--- src/rtl/wd279x_pkg.sv ---
// WD279x CRC unit shared definitions.
// States, CCITT constants and the byte-wide CRC update.
package wd279x_pkg;

    typedef enum logic [1:0] {
        IDLE,
        ACCUM,
        EMIT
    } crc_state_t;

    localparam logic [15:0] CRC16_CCITT_POLY = 16'h1021;
    localparam logic [15:0] CRC16_INIT       = 16'hFFFF;
    localparam logic [15:0] CRC16_MFM_PRESET = 16'hCDB4;

    localparam int CRC_MAX = 64;

    // One byte, MSB first; width selects the live low bits of the
    // 64-bit carrier so one function serves every CRC_WIDTH.
    function automatic logic [CRC_MAX-1:0] crc_step(
        input logic [CRC_MAX-1:0] crc,
        input logic [7:0]         data,
        input logic [CRC_MAX-1:0] poly,
        input int                 width
    );
        logic [CRC_MAX-1:0] r;
        logic [CRC_MAX-1:0] mask;
        logic [CRC_MAX-1:0] top;
        logic               msb;
        mask = (CRC_MAX'(1) << width) - CRC_MAX'(1);
        top  = CRC_MAX'(1) << (width - 1);
        r    = crc ^ (CRC_MAX'(data) << (width - 8));
        for (int i = 0; i < 8; i++) begin
            msb = |(r & top);
            r   = (r << 1) & mask;
            if (msb) begin
                r = r ^ poly;
            end
        end
        return r & mask;
    endfunction

endpackage

--- src/rtl/wd279x_crc_unit_if.sv ---
// Byte stream, frame control and CRC result bundle.
// master drives the frame, slave is the CRC unit.
interface wd279x_crc_unit_if #(
    parameter int CRC_WIDTH = 16
);
    logic                 start;
    logic                 preset_mfm;
    logic                 mode;
    logic [7:0]           data_in;
    logic                 data_valid;
    logic                 frame_end;
    logic [CRC_WIDTH-1:0] crc;
    logic                 crc_ok;
    logic                 done;
    logic [7:0]           out_byte;
    logic                 out_valid;
    logic                 out_ready;
    logic                 busy;

    modport master (
        output start, preset_mfm, mode,
        output data_in, data_valid, frame_end,
        output out_ready,
        input  crc, crc_ok, done,
        input  out_byte, out_valid, busy
    );

    modport slave (
        input  start, preset_mfm, mode,
        input  data_in, data_valid, frame_end,
        input  out_ready,
        output crc, crc_ok, done,
        output out_byte, out_valid, busy
    );
endinterface

--- src/rtl/wd279x_crc_step.sv ---
// Combinational one-byte CRC update.
// Shared by the frame FSM and any parallel checker.
module wd279x_crc_step
    import wd279x_pkg::*;
#(
    parameter int                   CRC_WIDTH = 16,
    parameter logic [CRC_WIDTH-1:0] POLYNOM   = CRC_WIDTH'(CRC16_CCITT_POLY)
) (
    input  logic [CRC_WIDTH-1:0] crc_i,
    input  logic [7:0]           data_i,
    output logic [CRC_WIDTH-1:0] crc_o
);
    logic [CRC_MAX-1:0] wide;
    logic               unused_par;

    assign wide = crc_step(CRC_MAX'(crc_i), data_i,
                           CRC_MAX'(POLYNOM), CRC_WIDTH);
    assign crc_o      = wide[CRC_WIDTH-1:0];
    assign unused_par = ^wide;
endmodule

--- src/rtl/wd279x_crc_unit.sv ---
// WD279x frame CRC engine: generate (serialise CRC bytes)
// or check (zero residue) with MFM sync-mark preset.
module wd279x_crc_unit
    import wd279x_pkg::*;
#(
    parameter int                   CRC_WIDTH  = 16,
    parameter logic [CRC_WIDTH-1:0] POLYNOM    = CRC_WIDTH'(CRC16_CCITT_POLY),
    parameter logic [CRC_WIDTH-1:0] INIT       = '1,
    parameter logic [CRC_WIDTH-1:0] MFM_PRESET = CRC_WIDTH'(CRC16_MFM_PRESET)
) (
    input  logic               clk,
    input  logic               reset_n,
    wd279x_crc_unit_if.slave   bus
);
    localparam int NBYTES = CRC_WIDTH / 8;
    localparam int CNT_W  = (NBYTES > 1) ? $clog2(NBYTES) : 1;
    localparam logic [CNT_W-1:0] LAST = CNT_W'(NBYTES - 1);

    if (CRC_WIDTH % 8 != 0 || CRC_WIDTH < 8 || CRC_WIDTH > CRC_MAX) begin : g_bad_width
        $error("CRC_WIDTH must be a multiple of 8 in 8..64");
    end

    crc_state_t           state_q;
    logic [CRC_WIDTH-1:0] reg_q;
    logic                 mode_q;
    logic [CRC_WIDTH-1:0] crc_q;
    logic                 crc_ok_q;
    logic                 done_q;
    logic                 out_valid_q;
    logic [7:0]           out_byte_q;
    logic [CRC_WIDTH-1:0] emit_q;
    logic [CNT_W-1:0]     cnt_q;

    logic [CRC_WIDTH-1:0] step_w;
    logic [CRC_WIDTH-1:0] v_w;
    logic [CRC_WIDTH-1:0] emit_nx;

    wd279x_crc_step #(
        .CRC_WIDTH (CRC_WIDTH),
        .POLYNOM   (POLYNOM)
    ) u_step (
        .crc_i  (reg_q),
        .data_i (bus.data_in),
        .crc_o  (step_w)
    );

    assign v_w     = bus.data_valid ? step_w : reg_q;
    assign emit_nx = emit_q << 8;

    // Frame FSM: start wins everywhere; done is a single-cycle pulse.
    always_ff @(posedge clk or negedge reset_n) begin
        if (!reset_n) begin
            state_q     <= IDLE;
            reg_q       <= INIT;
            mode_q      <= 1'b0;
            crc_q       <= '0;
            crc_ok_q    <= 1'b0;
            done_q      <= 1'b0;
            out_valid_q <= 1'b0;
            out_byte_q  <= '0;
            emit_q      <= '0;
            cnt_q       <= '0;
        end else begin
            done_q <= 1'b0;
            if (bus.start) begin
                reg_q       <= bus.preset_mfm ? MFM_PRESET : INIT;
                mode_q      <= bus.mode;
                crc_ok_q    <= 1'b0;
                out_valid_q <= 1'b0;
                cnt_q       <= '0;
                state_q     <= ACCUM;
            end else begin
                unique case (state_q)
                    ACCUM: begin
                        if (bus.data_valid) begin
                            reg_q <= step_w;
                        end
                        if (bus.frame_end) begin
                            crc_q <= v_w;
                            if (mode_q) begin
                                crc_ok_q <= (v_w == '0);
                                done_q   <= 1'b1;
                                reg_q    <= INIT;
                                state_q  <= IDLE;
                            end else begin
                                emit_q      <= v_w;
                                out_byte_q  <= v_w[CRC_WIDTH-1 -: 8];
                                out_valid_q <= 1'b1;
                                cnt_q       <= '0;
                                state_q     <= EMIT;
                            end
                        end
                    end
                    EMIT: begin
                        if (out_valid_q && bus.out_ready) begin
                            if (cnt_q == LAST) begin
                                out_valid_q <= 1'b0;
                                done_q      <= 1'b1;
                                state_q     <= IDLE;
                            end else begin
                                cnt_q      <= cnt_q + 1'b1;
                                emit_q     <= emit_nx;
                                out_byte_q <= emit_nx[CRC_WIDTH-1 -: 8];
                            end
                        end
                    end
                    default: begin
                    end
                endcase
            end
        end
    end

    assign bus.crc       = crc_q;
    assign bus.crc_ok    = crc_ok_q;
    assign bus.done      = done_q;
    assign bus.out_byte  = out_byte_q;
    assign bus.out_valid = out_valid_q;
    assign bus.busy      = (state_q != IDLE);
endmodule

--- src/flat_wrapper.sv ---
// flat-port wrapper written by rule: the top's interface ports become plain ports
module wd279x_crc_unit_flat import wd279x_pkg::*;
#(
    parameter int                   CRC_WIDTH  = 16,
    parameter logic [CRC_WIDTH-1:0] POLYNOM    = CRC_WIDTH'(CRC16_CCITT_POLY),
    parameter logic [CRC_WIDTH-1:0] INIT       = '1,
    parameter logic [CRC_WIDTH-1:0] MFM_PRESET = CRC_WIDTH'(CRC16_MFM_PRESET)
)
  (clk, reset_n, bus_start, bus_preset_mfm, bus_mode, bus_data_in, bus_data_valid, bus_frame_end, bus_out_ready, bus_crc, bus_crc_ok, bus_done, bus_out_byte, bus_out_valid, bus_busy);
  wd279x_crc_unit_if #(.CRC_WIDTH(CRC_WIDTH)) bus_i ();
  input  logic clk;
  input  logic reset_n;
  input wire logic [$bits(bus_i.start)-1:0] bus_start;
  input wire logic [$bits(bus_i.preset_mfm)-1:0] bus_preset_mfm;
  input wire logic [$bits(bus_i.mode)-1:0] bus_mode;
  input wire logic [$bits(bus_i.data_in)-1:0] bus_data_in;
  input wire logic [$bits(bus_i.data_valid)-1:0] bus_data_valid;
  input wire logic [$bits(bus_i.frame_end)-1:0] bus_frame_end;
  input wire logic [$bits(bus_i.out_ready)-1:0] bus_out_ready;
  output wire logic [$bits(bus_i.crc)-1:0] bus_crc;
  output wire logic [$bits(bus_i.crc_ok)-1:0] bus_crc_ok;
  output wire logic [$bits(bus_i.done)-1:0] bus_done;
  output wire logic [$bits(bus_i.out_byte)-1:0] bus_out_byte;
  output wire logic [$bits(bus_i.out_valid)-1:0] bus_out_valid;
  output wire logic [$bits(bus_i.busy)-1:0] bus_busy;
  assign bus_i.start = bus_start;
  assign bus_i.preset_mfm = bus_preset_mfm;
  assign bus_i.mode = bus_mode;
  assign bus_i.data_in = bus_data_in;
  assign bus_i.data_valid = bus_data_valid;
  assign bus_i.frame_end = bus_frame_end;
  assign bus_i.out_ready = bus_out_ready;
  assign bus_crc = bus_i.crc;
  assign bus_crc_ok = bus_i.crc_ok;
  assign bus_done = bus_i.done;
  assign bus_out_byte = bus_i.out_byte;
  assign bus_out_valid = bus_i.out_valid;
  assign bus_busy = bus_i.busy;
  wd279x_crc_unit #(.CRC_WIDTH(CRC_WIDTH), .POLYNOM(POLYNOM), .INIT(INIT), .MFM_PRESET(MFM_PRESET)) u_core (.clk(clk), .reset_n(reset_n), .bus(bus_i));
endmodule
--- config.mk ---
export PLATFORM = sky130hd
export DESIGN_NAME = wd279x_crc_unit_flat
export DESIGN_NICKNAME = d
export VERILOG_FILES = /design/src/rtl/wd279x_pkg.sv /design/src/rtl/wd279x_crc_unit_if.sv /design/src/rtl/wd279x_crc_step.sv /design/src/rtl/wd279x_crc_unit.sv /design/src/flat_wrapper.sv
export SDC_FILE = /design/constraint.sdc
export NUM_CORES = 1
export LEC_CHECK = 0
export CORE_ASPECT_RATIO = 1.4
export CORE_MARGIN = 2
export CORE_UTILIZATION = 35
export CTS_BUF_LIST = sky130_fd_sc_hd__clkbuf_16
export DETAILED_ROUTE_END_ITERATION = 10
export HOLD_SLACK_MARGIN = 0.08
export PLACE_DENSITY = 0.65
export RECOVER_POWER = 50
export SLEW_MARGIN = 40
export SYNTH_ARGS = -nofsm -noshare
export SYNTH_HDL_FRONTEND = slang
export SYNTH_SLANG_ARGS = --single-unit
--- constraint.sdc ---
create_clock -name clk -period 3.4 [get_ports clk]
set_input_delay 0.68 -clock clk [delete_from_list [all_inputs] [get_ports clk]]
set_output_delay 0.68 -clock clk [all_outputs]
set_load 0.01 [all_outputs]
==> results of run 1 <==
[cell type report]
type	count	area, µm²	area share
sequential	55	1400	0.401
multi-input combinational	216	1340	0.384
timing repair buffer	49	463	0.133
clock buffer	5	125	0.0359
tap	100	125	0.0359
clock inverter	3	20.0	0.00575
inverter	4	15.0	0.00431
[tightest hold or removal path: stages (launching register included)]
cell and delay (ns):
sky130_fd_sc_hd__dfrtp_1 0.34, sky130_fd_sc_hd__nand2_1 0.04, sky130_fd_sc_hd__o21ai_0 0.06
[registers in the layout, summed over array words and instances (netlist names)]
| register | flops |
|---|---|
| u_core.state_q | 2 |
| u_core.bus.out_valid | 1 |
| u_core.cnt_q | 1 |
| u_core.bus.crc_ok | 1 |
| u_core.bus.out_byte | 8 |
| u_core.bus.crc | 16 |
| u_core.emit_q | 8 |
| u_core.reg_q | 16 |
| u_core.mode_q | 1 |
| u_core.bus.done | 1 |
[final timing paths]
kind                                          end  slack (ns)  depth (start not counted)
hold reg to reg                 u_core.bus.crc[8]        0.48                          2
setup reg to reg           u_core.bus.out_byte[4]        1.14                          6
setup / recovery           u_core.bus.out_byte[4]        0.71                          6
hold / removal                  u_core.bus.crc[8]        0.48                          2
min in group asynchronous       u_core.bus.crc_ok        0.66                          1
max in group asynchronous       u_core.bus.crc[1]        1.34                          2
[metal layers]
metal | part of all wire | GRT usage | vias up
met4 | 0.030 | 0.0835 | 0
li1 | - | - | 1083
met1 | 0.42 | 0.208 | 1043
met5 | 0 | 0 | -
met2 | 0.51 | 0.271 | 51
met3 | 0.035 | 0.0277 | 14
[power by group through the flow]
stage          Combinational, mW  Clock (mW)  Sequential (mW)
2_1_floorplan              0.486           0             1.07
6_report                   0.943       0.512             1.03
3_3_place_gp               0.964           0             1.04
3_5_place_dp               0.974           0             1.05
5_1_grt                     1.05       0.550             1.06
4_1_cts                    0.976       0.521             1.03
[cells by family after synthesis]
group                    Yosys count
XOR/XNOR                          30
flip-flops                        55
AO/OA/AOI/OAI                     71
buffers and inverters             20
adder cells (fa/ha/maj)            3
multiplexers                       9
AND/OR/NAND/NOR                  103
[cells in the final DEF (no fill, tap or decap), types with 2 or more instances in the layout]
| master | n |
|---|---|
| sky130_fd_sc_hd__a211oi_1 | 5 |
| sky130_fd_sc_hd__clkbuf_1 | 2 |
| sky130_fd_sc_hd__xnor2_1 | 17 |
| sky130_fd_sc_hd__a21o_1 | 3 |
| sky130_fd_sc_hd__a311o_1 | 2 |
| sky130_fd_sc_hd__nor2_1 | 34 |
| sky130_fd_sc_hd__buf_4 | 4 |
| sky130_fd_sc_hd__mux2i_1 | 7 |
| sky130_fd_sc_hd__xnor2_2 | 2 |
| sky130_fd_sc_hd__nor3_1 | 3 |
| sky130_fd_sc_hd__nor3b_1 | 5 |
| sky130_fd_sc_hd__dfrtp_1 | 39 |
| sky130_fd_sc_hd__xor2_1 | 9 |
| sky130_fd_sc_hd__a21oi_1 | 17 |
| sky130_fd_sc_hd__inv_1 | 5 |
| sky130_fd_sc_hd__clkbuf_16 | 5 |
| sky130_fd_sc_hd__a22oi_1 | 2 |
| sky130_fd_sc_hd__nand4_1 | 3 |
| sky130_fd_sc_hd__nand2_1 | 42 |
| sky130_fd_sc_hd__nand2b_1 | 4 |
| sky130_fd_sc_hd__nand3_1 | 5 |
| sky130_fd_sc_hd__xor3_1 | 2 |
| sky130_fd_sc_hd__o31ai_1 | 5 |
| sky130_fd_sc_hd__clkdlybuf4s50_1 | 29 |
| sky130_fd_sc_hd__ha_1 | 3 |
| sky130_fd_sc_hd__dfstp_2 | 16 |
| sky130_fd_sc_hd__a21o_2 | 2 |
| sky130_fd_sc_hd__o21ai_0 | 28 |
| sky130_fd_sc_hd__dlygate4sd3_1 | 13 |
[per-stage QoR]
stage | setup slack (ns) | util | cell area [µm²] | instances | hold slack, ns
2_1_floorplan | 1.40 | - | 2830 | 291 | 0.384
3_3_place_gp | 0.659 | 0.429 | 3340 | 424 | 0.462
3_5_place_dp | 0.553 | 0.429 | 3340 | 424 | 0.469
4_1_cts | 0.854 | 0.447 | 3490 | 432 | 0.383
5_1_grt | 0.415 | 0.446 | 3480 | 432 | 0.498
6_report | 0.711 | 0.446 | 3480 | 432 | 0.475
==> run summary, run 1 <==
The run finished with clean final reports. The post-layout minimum cycle time came out at approximately 2.7 ns. After synthesis, the cell types taking the most area are sky130_fd_sc_hd__dfrtp_1 35%, sky130_fd_sc_hd__dfstp_2 15%, sky130_fd_sc_hd__nand2_1 5.6%, sky130_fd_sc_hd__xnor2_1 5.3%, sky130_fd_sc_hd__o21ai_0 5.0%. Summing internal, switching and leakage power gives between 2 and 2.5 mW.

The remaining antenna violation count came out at 0. The post-cts sizing count came out at 0. The number of buffers inserted by port buffering is 43.

The clock tree buffer depth is 2. The via count of the first global-routing pass is 2106. The number of inserted diodes came out at 0. The buffer count from post-CTS setup fixing came out at 0. The critical path's top delay family is buffers and inverters. The number of fill cells is between 700 and 800. By startpoint and endpoint, the worst setup path is classified as in -> reg. The final setup TNS is 0 ns.

Across the VDD grid, the largest voltage drop is 0.407 mV. The number of cells produced by synthesis is approximately 290. The worst setup path is launched from an input port. In the synthesized netlist, the cells that appear most often are 42 x sky130_fd_sc_hd__nand2_1, 39 x sky130_fd_sc_hd__dfrtp_1, 34 x sky130_fd_sc_hd__nor2_1.

Counting both buffers and inverters, the worst setup path holds a total of 2. The adder-cell share of the synthesized area is 0.0133. The cell area after synthesis is between 2000 and 3000 µm². The highest net fanout along the worst path is 19. The maximum single-stage delay on the critical path is ~0.59 ns. The routed via count divided by cell count is roughly 5.1.

The power density over the cells is slightly above 700 nW/µm². The tree is rooted in a sky130_fd_sc_hd__clkbuf_16. The worst-margin pin slew is 1.30 ns. Measured against the total synthesized area, the mux share comes to 0.0336.

The share of power burned in the clock network came out at 0.206. The tightest slew margin relative to the limit is 0.135. The dominant register cell in the synthesized netlist is sky130_fd_sc_hd__dfrtp_1.

In the post-synthesis netlist, the cell with the most instances is sky130_fd_sc_hd__nand2_1. The share of synthesized area in the top cell type comes to 0.345. The die width came out at 80.0 µm.

The reported net switching power is 0.863 mW. Walking the worst path, the cells encountered are dlygate4sd3_1 -> clkbuf_1 -> nor3_1 -> o21ai_2 -> nor3b_1 -> a211oi_1. The number of buffers added to fix hold violations after cts came out at 0. The largest family of logic cells by synthesized area is simple AND/OR/NAND/NOR gates. The DRC violations left came out at 0.

The kind of capture point of the worst setup path is a flop. The post-synthesis sequential element count came out at 55. The fraction of synthesized cell area in xor and xnor cells came out at 0.109. The total number of nets in the final design is between 300 and 400. The complex-gate fraction of the synthesized area is 0.154. In this run the number of H-tree levels came out at 2.

The part of the total power dissipated in combinational logic is 0.380. The routed wire length came out at 6.67 mm. For this design, the sink count on the clock tree is 55. The first global-routing pass estimated around 11 mm of wire.

The final setup skew is between 0.008 and 0.009 ns. The worst-path cell with the longest stage delay is sky130_fd_sc_hd__o21ai_2. Of the total power, the share spent switching nets is 0.348. The placer congestion estimate is about 0.88.

Clock-pin slew was measured on the worst setup and hold paths at roughly 0.07 ns. The number of max-capacitance violations reported came out at 0. The wire-length estimate of the detail-placed layout is 5.02 mm.

The fraction of layout cells with a size suffix above 1 came out at 0.117. The achievable frequency is 372 MHz. The total of warnings raised by yosys is 0. The final number of max-transition violations came to 0. The clock reaches the later pin of the worst-skew pair after 0.30 ns.

The startpoint of the worst setup timing path is bus_start. The aggregate global-route resource usage is 0.165. The count of TritonRoute iterations in the first routing pass came out at 4. Dividing the synthesized area by the synthesized cell count gives between 9 and 10 µm². The number of synthesized flops with an enable pin is 0. The internal power of the cells totals ~1.6 mW. The most area-hungry cell type in the Yosys netlist is sky130_fd_sc_hd__dfrtp_1. The worst hold path begins at u_core.bus.crc[8]. The leftover overflow at the end of global routing is 0.

The violation count after the first detailed-routing iteration came out at roughly 190. The initial antenna violation count is 0. The layout overhead on the synthesized area is 23.1%. The boundary pin count is 44. The pin count of the biggest net entering global routing is 33. For the worst setup path, the data required time is 3.60 ns. The synthesized-area fraction occupied by and/or/nand/nor cells came out at 0.163.

The total number of vias is ~2200. The initial cell density of the core came out at 0.363. The die covers 8820 µm². The area of the placeable core is 7800 µm². TritonCTS built the clock tree. For this run, the register share of the synthesized area comes to 0.494. The synthesized netlist net count came out at between 300 and 400. The count of endpoints failing setup in the final report came out at 0. The hold violation total from the final report is 0. The number of different library cells in the post-synthesis netlist came out at 46. Row generation in the floorplan step produced 38 rows. Setup repair after global routing left no endpoint under its margin. The final worst-path cycle share came out at 0.791. The leakage component of the power is between 1 and 1.5 nW. The worst hold path belongs to the class reg -> reg. The arrival time at the worst endpoint came out at between 2 and 3 ns. Dividing the detail-routed wire length by the instance count gives roughly 15 µm.

The startpoint identified for the worst register-to-register timing path is u_core.state_q[0]. The share of async-settable or async-resettable flops after synthesis is 1.00. The share of total power in sequential cells is 0.414. The CTS buffer count came out at 5. The floorplan step set the die height to approximately 110 µm.
Note: power is estimated with default switching activity, not from simulation.
==> run 2, diff against run 1 <==
- PLACE_DENSITY: 0.65 -> 0.67
- clock period: 3.4 -> 2.4 ns (I/O delays scaled with it)
==> run 2 against run 1 <==
Effect of this change: combinational power is 57% higher; flip-flop and latch count is the same; hold slack gained 0.0035 ns; die area did not move; register-to-register slack worse by 0.68 ns; clock skew decreased by 0.0025 ns; largest cell class unchanged; utilization rose by 1.9 points; total power increased by 52%.
==> run summary, run 2 (same netlist as run 1, synthesis figures left out) <==
The flow ran to the end, and the final reports show no timing, DRC or antenna violations. The detailed-routed wire length on met3 came out at about 250 µm. The number of fill cells came out at 760. Setup repair after global routing left no endpoint under its margin.

The initial cell density of the core is 0.363. Detailed placement finished with a half-perimeter wire length of about 5.1 mm. The part of the total power dissipated in combinational logic is 0.392. The initial antenna violation count is 0.

Data on the critical path arrives at its endpoint at around 2.3 ns. The total die area is approximately 8800 µm². The share of total power dissipated in sequential elements is 0.387. After the last flow step, the layout net total stands at around 370. Entering global routing, the biggest net connects 56 pins.

The root cell of the clock tree is sky130_fd_sc_hd__clkbuf_16. After detailed routing, the wire length on met1 is between 2 and 3 mm. The achievable frequency is between 400 and 500 MHz.

The worst path setup slack after routing is between 0.2 and 0.3 ns. The remaining antenna violation count is 0. STA classifies the critical path startpoint as an input port. The global-route wire length before repair is ~11 mm. The worst setup path is captured at a flop. The chip height came out at 110 µm. The switching share of total power came out at 0.328.

In the finished design, the share of the clock period the worst path needs comes to 0.879. Across every metal layer, demand over resource in global routing totals 0.161. The count of endpoints failing setup in the final report is 0. The clock edge transition at the registers on the reported setup and hold paths came out at approximately 0.070 ns. Once the clock tree was built, the setup fixing pass inserted 0 buffers.

The via count of the first global-routing pass is ~2100. In the routed layout, each cell is associated on average with a via count of around 5.0. The number of inserted diodes came out at 0.

The final setup TNS is 0 ns. The total area inside the core boundary comes to 7800 µm². Leaving out fill and tap cells, the most frequent cell in the layout is sky130_fd_sc_hd__nand2_1. Along the worst path, the maximum fanout reaches 3. The clock latency reported for the late side of the worst-skew pair is roughly 0.29 ns.

Prior to clock tree synthesis, the placed netlist has a worst setup slack of approximately 0.013 ns. The share of power burned in the clock network is 0.221. The required time of the critical path is 2.61 ns. Post-CTS repair changed the size of 0 cells. The leftover overflow at the end of global routing is 0. In this run the worst hold path is classified as reg -> reg. TritonCTS created 5 clock buffers. The worst setup path is of the in -> reg kind. Pin placement for this block handled 44 I/O pins. The reported net switching power is 1.24 mW.

For this design the static power due to leakage is approximately 1.6 nW. In this run the deepest clock path goes through 2 buffers. The routed wire length came out at ~6.6 mm. Counting every sink on the clock net gives 55. The placer congestion estimate is 0.943. Relative to the synthesized area, the layout overhead comes to 28.5%. The TritonCTS clock tree is yes. The number of max-capacitance violations reported came out at 0.

The maximum vdd drop is around 0.45 mV. The routed layout has approximately 2200 vias. The hold violation total from the final report came to 0.

The worst-margin pin slew is 1.33 ns. The power density over the cells came out at 1040 nW/µm². Summed over all nets, wire length on met2 after detailed routing comes to between 3 and 4 mm. In this run the tool buffered the top-level ports with between 40 and 50 buffer cells. The final setup skew came out at 0.00620 ns.

The tightest slew margin relative to the limit is 0.111. The count of TritonRoute iterations in the first routing pass is 4. From left edge to right edge, the die measures approximately 80 µm. The violation count after the first detailed-routing iteration is 129.

The fraction of layout cells with a size suffix above 1 is 0.161. The final number of max-transition violations is 0. The H-tree depth reported by CTS came out at 2.

The highest layer used for signal routing is met4. After detailed routing, the number of remaining DRC violations is 0. Hold repair after CTS inserted 0 buffers.

The placement row count came out at 38. The internal power of the cells totals 2.53 mW. The detail-routed net length per standard cell came out at approximately 15 µm. The top cell types in the final layout, fill and taps aside, are 42 x sky130_fd_sc_hd__nand2_1, 40 x sky130_fd_sc_hd__clkdlybuf4s50_1, 39 x sky130_fd_sc_hd__dfrtp_1. The post-layout minimum cycle time is 2.11 ns.
run 2: changes by cell type in the layout (fill, tap and decap cells not counted), sizes merged:
cell	previous run	this run
clkinvlp	1	0
inv	6	5
clkdlybuf4s50	29	40
bufinv	0	1
clkinv	0	1
dlygate4sd3	13	2
buf	4	19
run 2: final cells by class:
class                   instances  area (µm²)  share of cell area
flip-flops and latches         55        1400               0.384
multi-input cells             216        1340               0.368
clock buffers                   5         125              0.0344
clock inverters                 3        47.5              0.0131
inverters                       4        15.0             0.00413
well taps                     100         125              0.0344
repair buffers                 64         587               0.162
run 2: per-stage QoR:
step           hold slack (ns)  std cells  utilization  area (µm²)  power, mW
2_1_floorplan            0.184        291            -        2830       2.21
3_3_place_gp             0.461        439        0.446        3480       2.94
3_5_place_dp             0.471        439        0.446        3480       2.98
4_1_cts                  0.184        447        0.469        3650       3.82
5_1_grt                  0.498        447        0.466        3630       4.02
6_report                 0.479        447        0.466        3630       3.77
run 2: path summary, 6_finish.rpt:
check	to	cells after the start	startpoint	slack, ns
worst max-delay path	u_core.bus.crc_ok	8	bus_data_in[7]	0.29
worst min-delay path	u_core.bus.crc[8]	2	u_core.bus.crc[8]	0.48
worst max register to register	u_core.emit_q[2]	9	u_core.state_q[1]	0.46
worst min register to register	u_core.bus.crc[8]	2	u_core.bus.crc[8]	0.48
max in group asynchronous	u_core.bus.out_byte[1]	2	reset_n	1.03
min in group asynchronous	u_core.bus.done	2	reset_n	0.57
run 2: critical path, stage by stage:
cell and delay, ns:
sky130_fd_sc_hd__clkdlybuf4s50_1 0.46, sky130_fd_sc_hd__xnor2_1 0.26, sky130_fd_sc_hd__buf_4 0.17, sky130_fd_sc_hd__xnor2_1 0.14, sky130_fd_sc_hd__xnor2_1 0.09, sky130_fd_sc_hd__mux2i_1 0.32, sky130_fd_sc_hd__nand4_1 0.17, sky130_fd_sc_hd__o31ai_2 0.23
run 2: per-layer routing:
metal | track usage | vias up
li1 | - | 1107
met1 | 0.206 | 1068
met2 | 0.274 | 60
met3 | 0.0220 | 14
met4 | 0.0666 | 0
met5 | 0 | -
run 2: power by group through the flow:
stage,sequential (mW),clock [mW],combinational [mW]
2_1_floorplan,1.52,0,0.688
3_3_place_gp,1.47,0,1.47
3_5_place_dp,1.48,0,1.49
4_1_cts,1.46,0.854,1.50
5_1_grt,1.50,0.886,1.63
6_report,1.46,0.834,1.48
==> run 3, diff against run 2 <==
- CELL_PAD_IN_SITES_DETAIL_PLACEMENT: default -> 1
- CELL_PAD_IN_SITES_GLOBAL_PLACEMENT: default -> 2
- CORE_UTILIZATION: 35 -> 30
- PLACE_DENSITY: 0.67 -> 0.84
==> run 3 against run 2 <==
Effect of this change: the run now ends with capacitance limit left; combinational power about the same; cell area increased by 1.4%; clock power grew 3.4%; worst setup slack lost 0.029 ns; via count rose by 1.2%; highest routed layer unchanged.
==> run summary, run 3 (same netlist as run 1, synthesis figures left out) <==
The total number of nets in the final design came out at 369. The share of power burned in the clock network came out at 0.226. The number of fill cells came out at 1030. The required time of the critical path is around 2.6 ns. The highest net fanout along the worst path is 16.

TritonCTS built the clock tree. The number of buffers added to fix hold violations after cts came out at 0. The post-cts sizing count came out at 0. The buffer count from post-CTS setup fixing is 0. The hold violation total from the final report is 0.

The minimum setup slack among reg-to-reg paths came out at about 0.36 ns. The number of cells after detailed placement is 450. At the later pin of the worst-skew pair, clock insertion delay measures about 0.30 ns. The clock sink count came out at 55. For this design the top-level I/O count stands at 44. The total die area is between 10000 and 15000 µm².

The clock tree buffer depth is 2. The routed design could run at a clock period as short as roughly 2.1 ns. The maximum vdd drop is between 0.3 and 0.4 mV.

Summed over all layers, the global routing overflow is 0. The initial cell density of the core is 0.311. The number of standard cells in the layout, taps in and fillers out came out at 458. The final setup skew came out at about 0.0074 ns. The tightest slew margin relative to the limit is 0.00165. After detailed routing, the number of vias per cell comes to 4.97.

Once layout is complete, the utilization of the core stands at 0.406. The number of inserted diodes is 0. The internal power of the cells totals 2.53 mW. Data on the critical path arrives at its endpoint at between 2 and 2.5 ns.

The area growth from synthesis to layout is 30.2%. The final reports fail on capacitance limit. The final design instance area without fill is about 3700 µm². The achievable frequency is approximately 470 MHz.

The kind of capture point of the worst setup path is a flop. The clock edge transition at the registers on the reported setup and hold paths came out at about 0.070 ns. The count of TritonRoute iterations in the first routing pass is 4.

Clock tree synthesis inserted a total of 5 buffers. Dividing the final minimum period by the clock period gives 0.891. The path class of the tightest hold or removal check is reg -> reg.

Of the cells placed in the final design, the portion with a size suffix greater than 1 is 0.165. The switching share of total power came out at 0.337. The first global-routing pass estimated about 13 mm of wire. Setup repair after global routing left no endpoint under its margin. The tool flagged a number of max-cap violations equal to 1. The placer congestion estimate came out at around 0.82. The share of total power in sequential cells is 0.381.

The pin count of the biggest net entering global routing came out at 33. The initial antenna violation count came to 0. Clock tree synthesis selected as its root buffer the cell sky130_fd_sc_hd__clkbuf_16. The worst-margin pin slew came out at approximately 1.5 ns. The area of the placeable core is ~9100 µm². The count of endpoints failing setup in the final report came out at 0. The placement row count came out at just over 40. Dividing total power by cell area gives a power density of approximately 1000 nW/µm². The worst path setup slack after routing came out at roughly 0.26 ns.

The number of buffers inserted by port buffering came out at 43. The die width came out at about 86 µm. The leakage component of the power is 1.58 nW. The library cell used most frequently in the layout, excluding fill and tap cells, is sky130_fd_sc_hd__nand2_1.

The aggregate global-route resource usage is 0.162. The H-tree depth reported by CTS came out at 2. The chip height came out at 119 µm. The remaining antenna violation count is 0. The instance area at placement came out at 3520 µm².

The DRC violations left came out at 0. The setup path with the least slack is of type in -> reg. The violation count after the first detailed-routing iteration came out at 60. The routed wire length came out at 7.69 mm. The element type at the critical path start is an input port. The via count of the first global-routing pass came out at 2434. Summed over all nets, the switching power comes to roughly 1.3 mW. The flow ran to the end, but the final reports show violations.

The part of the total power dissipated in combinational logic is 0.393. The final number of max-transition violations is 0. The detail-routed net length per standard cell is ~17 µm.

On the final layout, the worst hold slack is 0.478 ns. Leaving out fill and tap cells, the most frequent cells in the layout are 42 x sky130_fd_sc_hd__nand2_1, 39 x sky130_fd_sc_hd__dfrtp_1, 34 x sky130_fd_sc_hd__nor2_1. At the placement stage, the worst setup path has a slack of -0.0379 ns. The detailed placement HPWL came out at between 5 and 6 mm. The total number of vias came out at roughly 2300.
==> run 3: area by class of cell <==
| class | count | area (µm²) | area share |
|---|---|---|---|
| multi-input combinational | 216 | 1340 | 0.363 |
| timing repair buffer | 68 | 629 | 0.171 |
| tap | 107 | 134 | 0.0364 |
| clock buffer | 5 | 125 | 0.0340 |
| sequential | 55 | 1400 | 0.379 |
| clock inverter | 3 | 46.3 | 0.0126 |
| inverter | 4 | 15.0 | 0.00408 |
==> run 3: power by group through the flow <==
stage,sequential [mW],clock [mW],combinational [mW]
2_1_floorplan,1.52,0,0.688
3_3_place_gp,1.47,0,1.51
3_5_place_dp,1.48,0,1.55
4_1_cts,1.46,0.880,1.55
5_1_grt,1.49,0.909,1.65
6_report,1.45,0.862,1.50
==> run 3: metal layers <==
layer  GRT usage  vias to the layer above  part of all wire
li1            -                     1105                 -
met1       0.194                     1140              0.42
met2       0.286                       26              0.54
met3      0.0277                        6             0.022
met4      0.0556                        0             0.015
met5           0                        -                 0
==> run 3: critical path: stages <==
cell                            delay, ns
sky130_fd_sc_hd__dlygate4sd3_1       0.57
sky130_fd_sc_hd__clkbuf_1            0.16
sky130_fd_sc_hd__clkbuf_1            0.56
sky130_fd_sc_hd__or2_2               0.38
sky130_fd_sc_hd__nor2_1              0.07
sky130_fd_sc_hd__a21oi_1             0.15
==> run 3: metrics by stage <==
stage | TNS (ns) | power (mW)
after floorplan | 0 | 2.21
after global placement | -0.0328 | 2.98
after detailed placement | -0.0379 | 3.02
after CTS | 0 | 3.89
after global routing | 0 | 4.05
final | 0 | 3.81
==> run 3: path summary, 6_finish.rpt <==
kind / startpoint / end / cells past startpoint
min in group asynchronous: reset_n / u_core.state_q[1] / 1
setup / recovery: bus_start / u_core.reg_q[15] / 6
setup reg to reg: u_core.state_q[1] / u_core.bus.out_byte[7] / 8
hold reg to reg: u_core.bus.out_byte[2] / u_core.bus.out_byte[2] / 2
max in group asynchronous: reset_n / u_core.reg_q[7] / 2
hold / removal: u_core.bus.out_byte[2] / u_core.bus.out_byte[2] / 2
